[src/rtl/serial_byte_loader.sv]
// Serial-to-parallel loader: assembles BIT_COUNT serial bits, then issues one store pulse for a latch array.
// Latency: data_out and store update on the edge that accepts the last bit; done follows one edge later, IDLE one edge after that.
// Backpressure: bit_valid=0 stalls SHIFT indefinitely; start is ignored (not queued) while busy.
module serial_byte_loader #(
  parameter int BIT_COUNT = 8,
  parameter bit MSB_FIRST = 1'b1
) (
  input  logic                               clk,
  input  logic                               rst_n,
  input  logic                               start,
  input  logic                               serial_in,
  input  logic                               bit_valid,
  input  logic                               abort,
  output logic [BIT_COUNT-1:0]               data_out,
  output logic                               store,
  output logic                               busy,
  output logic                               done,
  output logic [$clog2(BIT_COUNT+1)-1:0]     bit_count
);

  localparam int CW = $clog2(BIT_COUNT + 1);

  typedef enum logic [1:0] {IDLE, SHIFT, STORE, HOLD} state_t;

  state_t               state;
  logic [BIT_COUNT-1:0] shreg;
  logic [BIT_COUNT-1:0] shreg_nxt;
  logic                 last_bit;

  // Next shift-register value with the incoming bit inserted at the configured end.
  always_comb begin
    shreg_nxt = shreg;
    if (MSB_FIRST) begin
      shreg_nxt = {shreg[BIT_COUNT-2:0], serial_in};
    end else begin
      shreg_nxt = {serial_in, shreg[BIT_COUNT-1:1]};
    end
    last_bit = (bit_count == CW'(BIT_COUNT - 1));
  end

  // Frame FSM; every output is a register so the latch array sees glitch-free store and data.
  always_ff @(posedge clk) begin
    if (!rst_n) begin
      state     <= IDLE;
      shreg     <= '0;
      data_out  <= '0;
      store     <= 1'b0;
      busy      <= 1'b0;
      done      <= 1'b0;
      bit_count <= '0;
    end else begin
      case (state)
        IDLE: begin
          store     <= 1'b0;
          done      <= 1'b0;
          bit_count <= '0;
          busy      <= 1'b0;
          if (start) begin
            shreg <= '0;
            busy  <= 1'b1;
            state <= SHIFT;
          end
        end
        SHIFT: begin
          if (abort) begin
            // Drop the partial frame; data_out keeps the previous word.
            bit_count <= '0;
            busy      <= 1'b0;
            state     <= IDLE;
          end else if (bit_valid) begin
            shreg     <= shreg_nxt;
            bit_count <= bit_count + 1'b1;
            if (last_bit) begin
              data_out <= shreg_nxt;
              store    <= 1'b1;
              state    <= STORE;
            end
          end
        end
        STORE: begin
          // Single-cycle pulse; data_out stays put through the following HOLD cycle.
          store <= 1'b0;
          done  <= 1'b1;
          state <= HOLD;
        end
        HOLD: begin
          done      <= 1'b0;
          busy      <= 1'b0;
          bit_count <= '0;
          state     <= IDLE;
        end
        default: begin
          store     <= 1'b0;
          done      <= 1'b0;
          busy      <= 1'b0;
          bit_count <= '0;
          state     <= IDLE;
        end
      endcase
    end
  end

endmodule

[config.mk]
export PLATFORM = sky130hd
export DESIGN_NAME = serial_byte_loader
export DESIGN_NICKNAME = d
export VERILOG_FILES = /design/src/rtl/serial_byte_loader.sv
export SDC_FILE = /design/constraint.sdc
export NUM_CORES = 1
export LEC_CHECK = 0
export CORE_MARGIN = 8
export CORE_UTILIZATION = 40
export DETAILED_ROUTE_END_ITERATION = 8
export PLACE_DENSITY_LB_ADDON = 0.05
export RECOVER_POWER = 25
export SLEW_MARGIN = 20
export SYNTH_ARGS = -nofsm -noshare
export SYNTH_HDL_FRONTEND = slang
export SYNTH_SLANG_ARGS = --single-unit
[constraint.sdc]
create_clock -name clk -period 1.74 [get_ports clk]
set_clock_uncertainty 0.1 [all_clocks]
set_input_delay 0.348 -clock clk [delete_from_list [all_inputs] [get_ports clk]]
set_output_delay 0.348 -clock clk [all_outputs]
set_load 0.02 [all_outputs]
## Word level (Yosys, flattened, before mapping)

Cells that the tools add are included.

| storage, ports and cells | value |
|---|---|
| register bits | 24 |
| bits of input ports | 6 |
| output and inout bits | 15 |
| word-level logic and storage cells | 54 |

| operators by class | value |
|---|---|
| add/sub/neg operators | 1 |
| equality and inequality tests | 11 |
| multiplexer cells | 20 |
| bitwise logic cells | 1 |
| reductions and logical operators | 14 |

Operator list:

| kind | number |
|---|---|
| $mux 7 | 3 |
| $pmux 7 s2 | 1 |
| $reduce_and 4->1 | 3 |
| $ne 2x2->1 const B | 5 |
| $mux 2 | 4 |
| $mux 4 | 2 |
| $pmux 2 s4 | 1 |
| $pmux 4 s2 | 1 |
| $reduce_bool 2->1 | 4 |
| $ne 3x3->1 const B | 2 |
| $mux 1 | 5 |
| $add 4x1->4 const B | 1 |
| $eq 2x2->1 const B | 2 |
| $eq 4x3->1 const B | 1 |
| $pmux 1 s2 | 2 |
| $reduce_and 2->1 | 2 |
| $reduce_or 2->1 | 2 |
| $pmux 1 s3 | 1 |
| $reduce_and 3->1 | 1 |
| $reduce_bool 3->1 | 1 |
| $eq 2x1->1 const B | 1 |
| $logic_not 2->1 | 1 |
| $not 1->1 | 1 |

## Longest topological paths before layout

| depth | value |
|---|---|
| depth in word-level cells | 5 |
| gate-level depth with buffers | 7 |

## Worst setup path after synthesis

OpenSTA, ideal clock, no wires.

| timing | value |
|---|---|
| kind | reg-to-reg |
| from | register bit_count[0] |
| to | register data_out[0] |
| library setup time | 128 ps |
| arrival time | 1409 ps |
| required time | 1512 ps |
| path slack | 103 ps |
| cell stages (with the launch flop) | 7 |
| period minus slack after synthesis | 1637 ps |
| path through | dfxtp_1 ha_1 and4b_1 and2_1 buf_6 mux2i_1 nor2_1 |

| on the way | value |
|---|---|
| cells in the longest elaborated chain, start to end | 2 |

Ends and longest elaborated chain:

| item | line | RTL |
|---|---|---|
| start, declared | 18 | `output logic [$clog2(BIT_COUNT+1)-1:0] bit_count` |
| start signal, assigned | 72 | `bit_count <= bit_count + 1'b1;` |
| $eq 4x3->1 | 38 | `last_bit = (bit_count == CW'(BIT_COUNT - 1));` |
| $reduce_and 4->1 (no line) | - |  |
| end signal, assigned | 74 | `data_out <= shreg_nxt;` |
| end, declared | 14 | `output logic [BIT_COUNT-1:0] data_out,` |

No other way between the ends.
A chain may end at the register's enable or synchronous reset.

## Worst setup path after layout

| timing | value |
|---|---|
| from | register state[0] |
| to | register bit_count[2] |

| on the way | value |
|---|---|
| cells in the longest elaborated chain, start to end | 4 |
| elaborated cells between the ends (all ways) | 8 |
| those cells by class | 3 x eq/ne; 1 x mux; 4 x reduce/logical |

Ends and longest elaborated chain:

| item | line | RTL |
|---|---|---|
| start, declared | 25 | `state_t state;` |
| start signal, assigned | 44 | `state <= IDLE;` |
| start signal, assigned | 61 | `state <= SHIFT;` |
| start signal, assigned | 69 | `state <= IDLE;` |
| $eq 2x2->1 / $logic_not 2->1 (equally long branches) | 52 | `case (state)` |
| $reduce_or 2->1 (no line) | - |  |
| $reduce_bool 2->1 (no line) | - |  |
| $reduce_and 2->1 (no line) | - |  |

Several ways; a longest one is shown, not always the timed one.

==> metrics.md <==
| Metric | Value |
|---|---|
| Area added between synthesis and finish | 35.61% |
| Boundary Pins | 21 |
| Critical Path Fanout Max | 6 |
| Achievable frequency | 0.6028 GHz |
| Critical Path RT | 1870 ps |
| Seq cells post-synth | 24 |
| DRC | 0 |
| Final Hold Viols | 0 |
| Gr ovfl total | 0 |
| Clk Latency, worst-skew pair | 310 ps |
| Diode count | 0 |
| Total iterations of the first detailed-routing run | 4 |
| Clock Path Buffers | 2 |
| Cell Area, Placed | 0.001384 mm^2 |
| Util after Layout | 0.5712 |
| Max-slew violation total from the final report | 0 |
| RSZ-0062 raised after global routing | yes |
| CP Class | register to register |
| Gate Count Post-Synth | 104 |
| Die area | 0.004499 mm^2 |
| H-tree Lvls | 1 |
| FILL cells | 245 |
| Transition time of the tightest slew-check pin | 286.7 ps |
| CTS tree | built |
| Placement row count | 18 |
| Tmin final | 1659 ps |
| Routed vias/inst | 5.088 |
| Antenna viol nets, final | 0 |
| Max-cap violation count | 0 |
| Mean Syn Cell Area | 10.03 um^2 |
| Pleak | 0.6251 nW |
| Die X | 67.08 um |
| Synthesized Nets | 117 |
| Fin Setup TNS | 0 ps |
| Gp weighted congestion | 0.8102 |
| Largest net degree at the start of global routing | 15 |
| Drt wl/cell | 13.95 um |
| Status | finished clean |
| Max stage delay cell, worst path | dfxtp_1 |
| Post-DP HPWL | 1811 um |
| Total wire length | 2372 um |
| Hold/Removal Path Class | register to register |
| VDD IR max | 559.4 uV |
| CTS buffer count | 3 |
| Initial drt markers | 37 |
| Vias | 865 |
| Core area | 0.002477 mm^2 |
| Worst-path clk slew | 130 ps |
| Post CTS Setup Buffer Count | 0 |
| Initial Util | 0.4212 |
| Final instance area | 0.001415 mm^2 |
| CP cell instances | inv_1, ha_2, inv_1, o22ai_1, a21oi_1, o32ai_1 |
| Crit path DAT | 1790 ps |
| First-pass GRT wire length | 4029 um |
| Final Cycle Share | 0.9535 |
| Total power | 1.140 mW |
| Most used cell, CP | inv_1 |
| Fin Hold WS | 395.2 ps |
| CTS Hold Bufs | 0 |
| Worst path max stage delay | 420 ps |
| Sequential share of the synthesized area | 0.4604 |
| Slew margin rel. | 0.8082 |
| Mapped Area | 0.001044 mm^2 |
| Die Y | 67.08 um |
| CTS Root Cell | clkbuf_4 |
| Share of layout cells above drive strength 1 | 0.1929 |
| Total track usage | 0.1140 |
| Input/output buffers | 20 |
| Pwr Density | 805.7 mW/mm^2 |
| Synth cell types | 32 |
| Critical path capture point type | register |
| Worst Setup Start Kind | register |
| Vias in the first global route | 870 |
| Final setup vio count | 0 |
| Nets | 154 |
| Synth Warn # | 0 |
| Initial antenna violation count | 0 |
| CTS Sinks | 24 |
[area by class of cell]
type                       instances  area, um^2  share of cell area
timing repair buffer              34       274.0              0.1936
inverter                           5       18.77             0.01326
sequential                        24       483.0              0.3413
clock inverter                     1       30.03             0.02122
multi-input combinational         73       549.3              0.3882
clock buffer                       3       22.52             0.01592
tap                               30       37.54             0.02653
[cells by family (layout without fill, tap and decap cells)]
logic type                 Yosys count  in the layout  synth area share
AOI/OAI and AO/OA                   24             24            0.1679
and+or+nand+nor                     32             32            0.1595
buffers and inverters                7             43           0.03237
muxes                               10             10           0.09593
DFF                                 24             24            0.4604
adders and majority gates            7              7           0.08393
[state kept, by name (all words and copies together), names as in the netlist, named ones only]
name,count
state,1
store,1
shreg,7
data_out,8
done,1
bit_count,4
busy,1
[metal layers]
metal  global-route usage  vias up  wire (um)
met3              0.03523        2        127
met2               0.1685       11       1055
met5                    0        -          0
li1                     -      450          -
met1               0.1471      402       1175
met4              0.05222        0         13
[placed cells by master, fill, tap and decap left out, types with 2 or more instances in the layout]
master           Yosys  layout
dfxtp_1             24      22
nor2_1              17      17
buf_4                0      13
mux2i_1             10      10
dlygate4sd2_1        0      10
a22o_1               7       7
inv_1                5       5
ha_1                 7       5
clkdlybuf4s50_1      0       5
clkbuf_1             1       5
a21oi_1              4       4
clkbuf_4             0       3
nand2_1              2       2
nand2b_1             2       2
o22ai_1              2       2
o21ai_0              2       2
ha_2                 0       2
dfxtp_2              0       2
[synth_stat cells (all sizes together)]
library cell | number | area (um^2)
nand3 | 1 | 5.000
and2b | 1 | 7.510
o311a | 1 | 10.01
clkbuf | 1 | 3.750
mux2i | 10 | 100.1
nor3b | 1 | 7.510
o22ai | 2 | 12.51
nor2b | 1 | 6.260
o211a | 1 | 10.01
ha | 7 | 87.58
nand4b | 1 | 8.760
a22o | 7 | 61.31
a41oi | 1 | 8.760
o21ai | 4 | 20.02
o32ai | 1 | 8.760
o21a | 1 | 7.510
dfxtp | 24 | 480.5
nand2b | 2 | 12.51
or4b | 1 | 10.01
inv | 5 | 18.77
a21oi | 4 | 20.02
and4b | 1 | 10.01
a22oi | 1 | 7.510
buf | 1 | 11.26
and2 | 1 | 6.260
a2bb2oi | 1 | 8.760
nand4 | 1 | 6.260
nor2 | 17 | 63.81
nor3 | 2 | 15.01
nand2 | 2 | 7.510
[report_power, final]
part	switching [mW]	internal, mW	total, mW
clock network	0.164	0.233	0.397
registers	0.00680	0.558	0.565
logic	0.0927	0.0859	0.179
total	0.264	0.877	1.14
[through the flow]
| step | setup slack, ps | std cells |
|---|---|---|
| after floorplan | 102.9 | 104 |
| after global placement | -136.7 | 166 |
| after detailed placement | -141.4 | 166 |
| after CTS | 0.4682 | 170 |
| after global routing | -16.57 | 170 |
| final | 80.99 | 170 |
[worst paths after layout]
check / from / to / slack [ps] / cells after the start
worst max register to register: state[0] / bit_count[2] / 80 / 6
worst min register to register: shreg[6] / shreg[6] / 400 / 1
worst max-delay path: state[0] / bit_count[2] / 80 / 6
worst min-delay path: shreg[6] / shreg[6] / 400 / 1
[worst max-delay path, delay by kind of cell (launching register included)]
kind                     cells  cell delay, ps
flip-flops                   1             420
buffers and inverters        2             190
adder cells (fa/ha/maj)      1             400
AO/OA/AOI/OAI                3             470
[what timing repair did]
item	CTS	global route
setup endpoints to repair	10	25
pin swaps	0	0
gates resized for setup	10	14
Power figures use the tool's default switching activity.
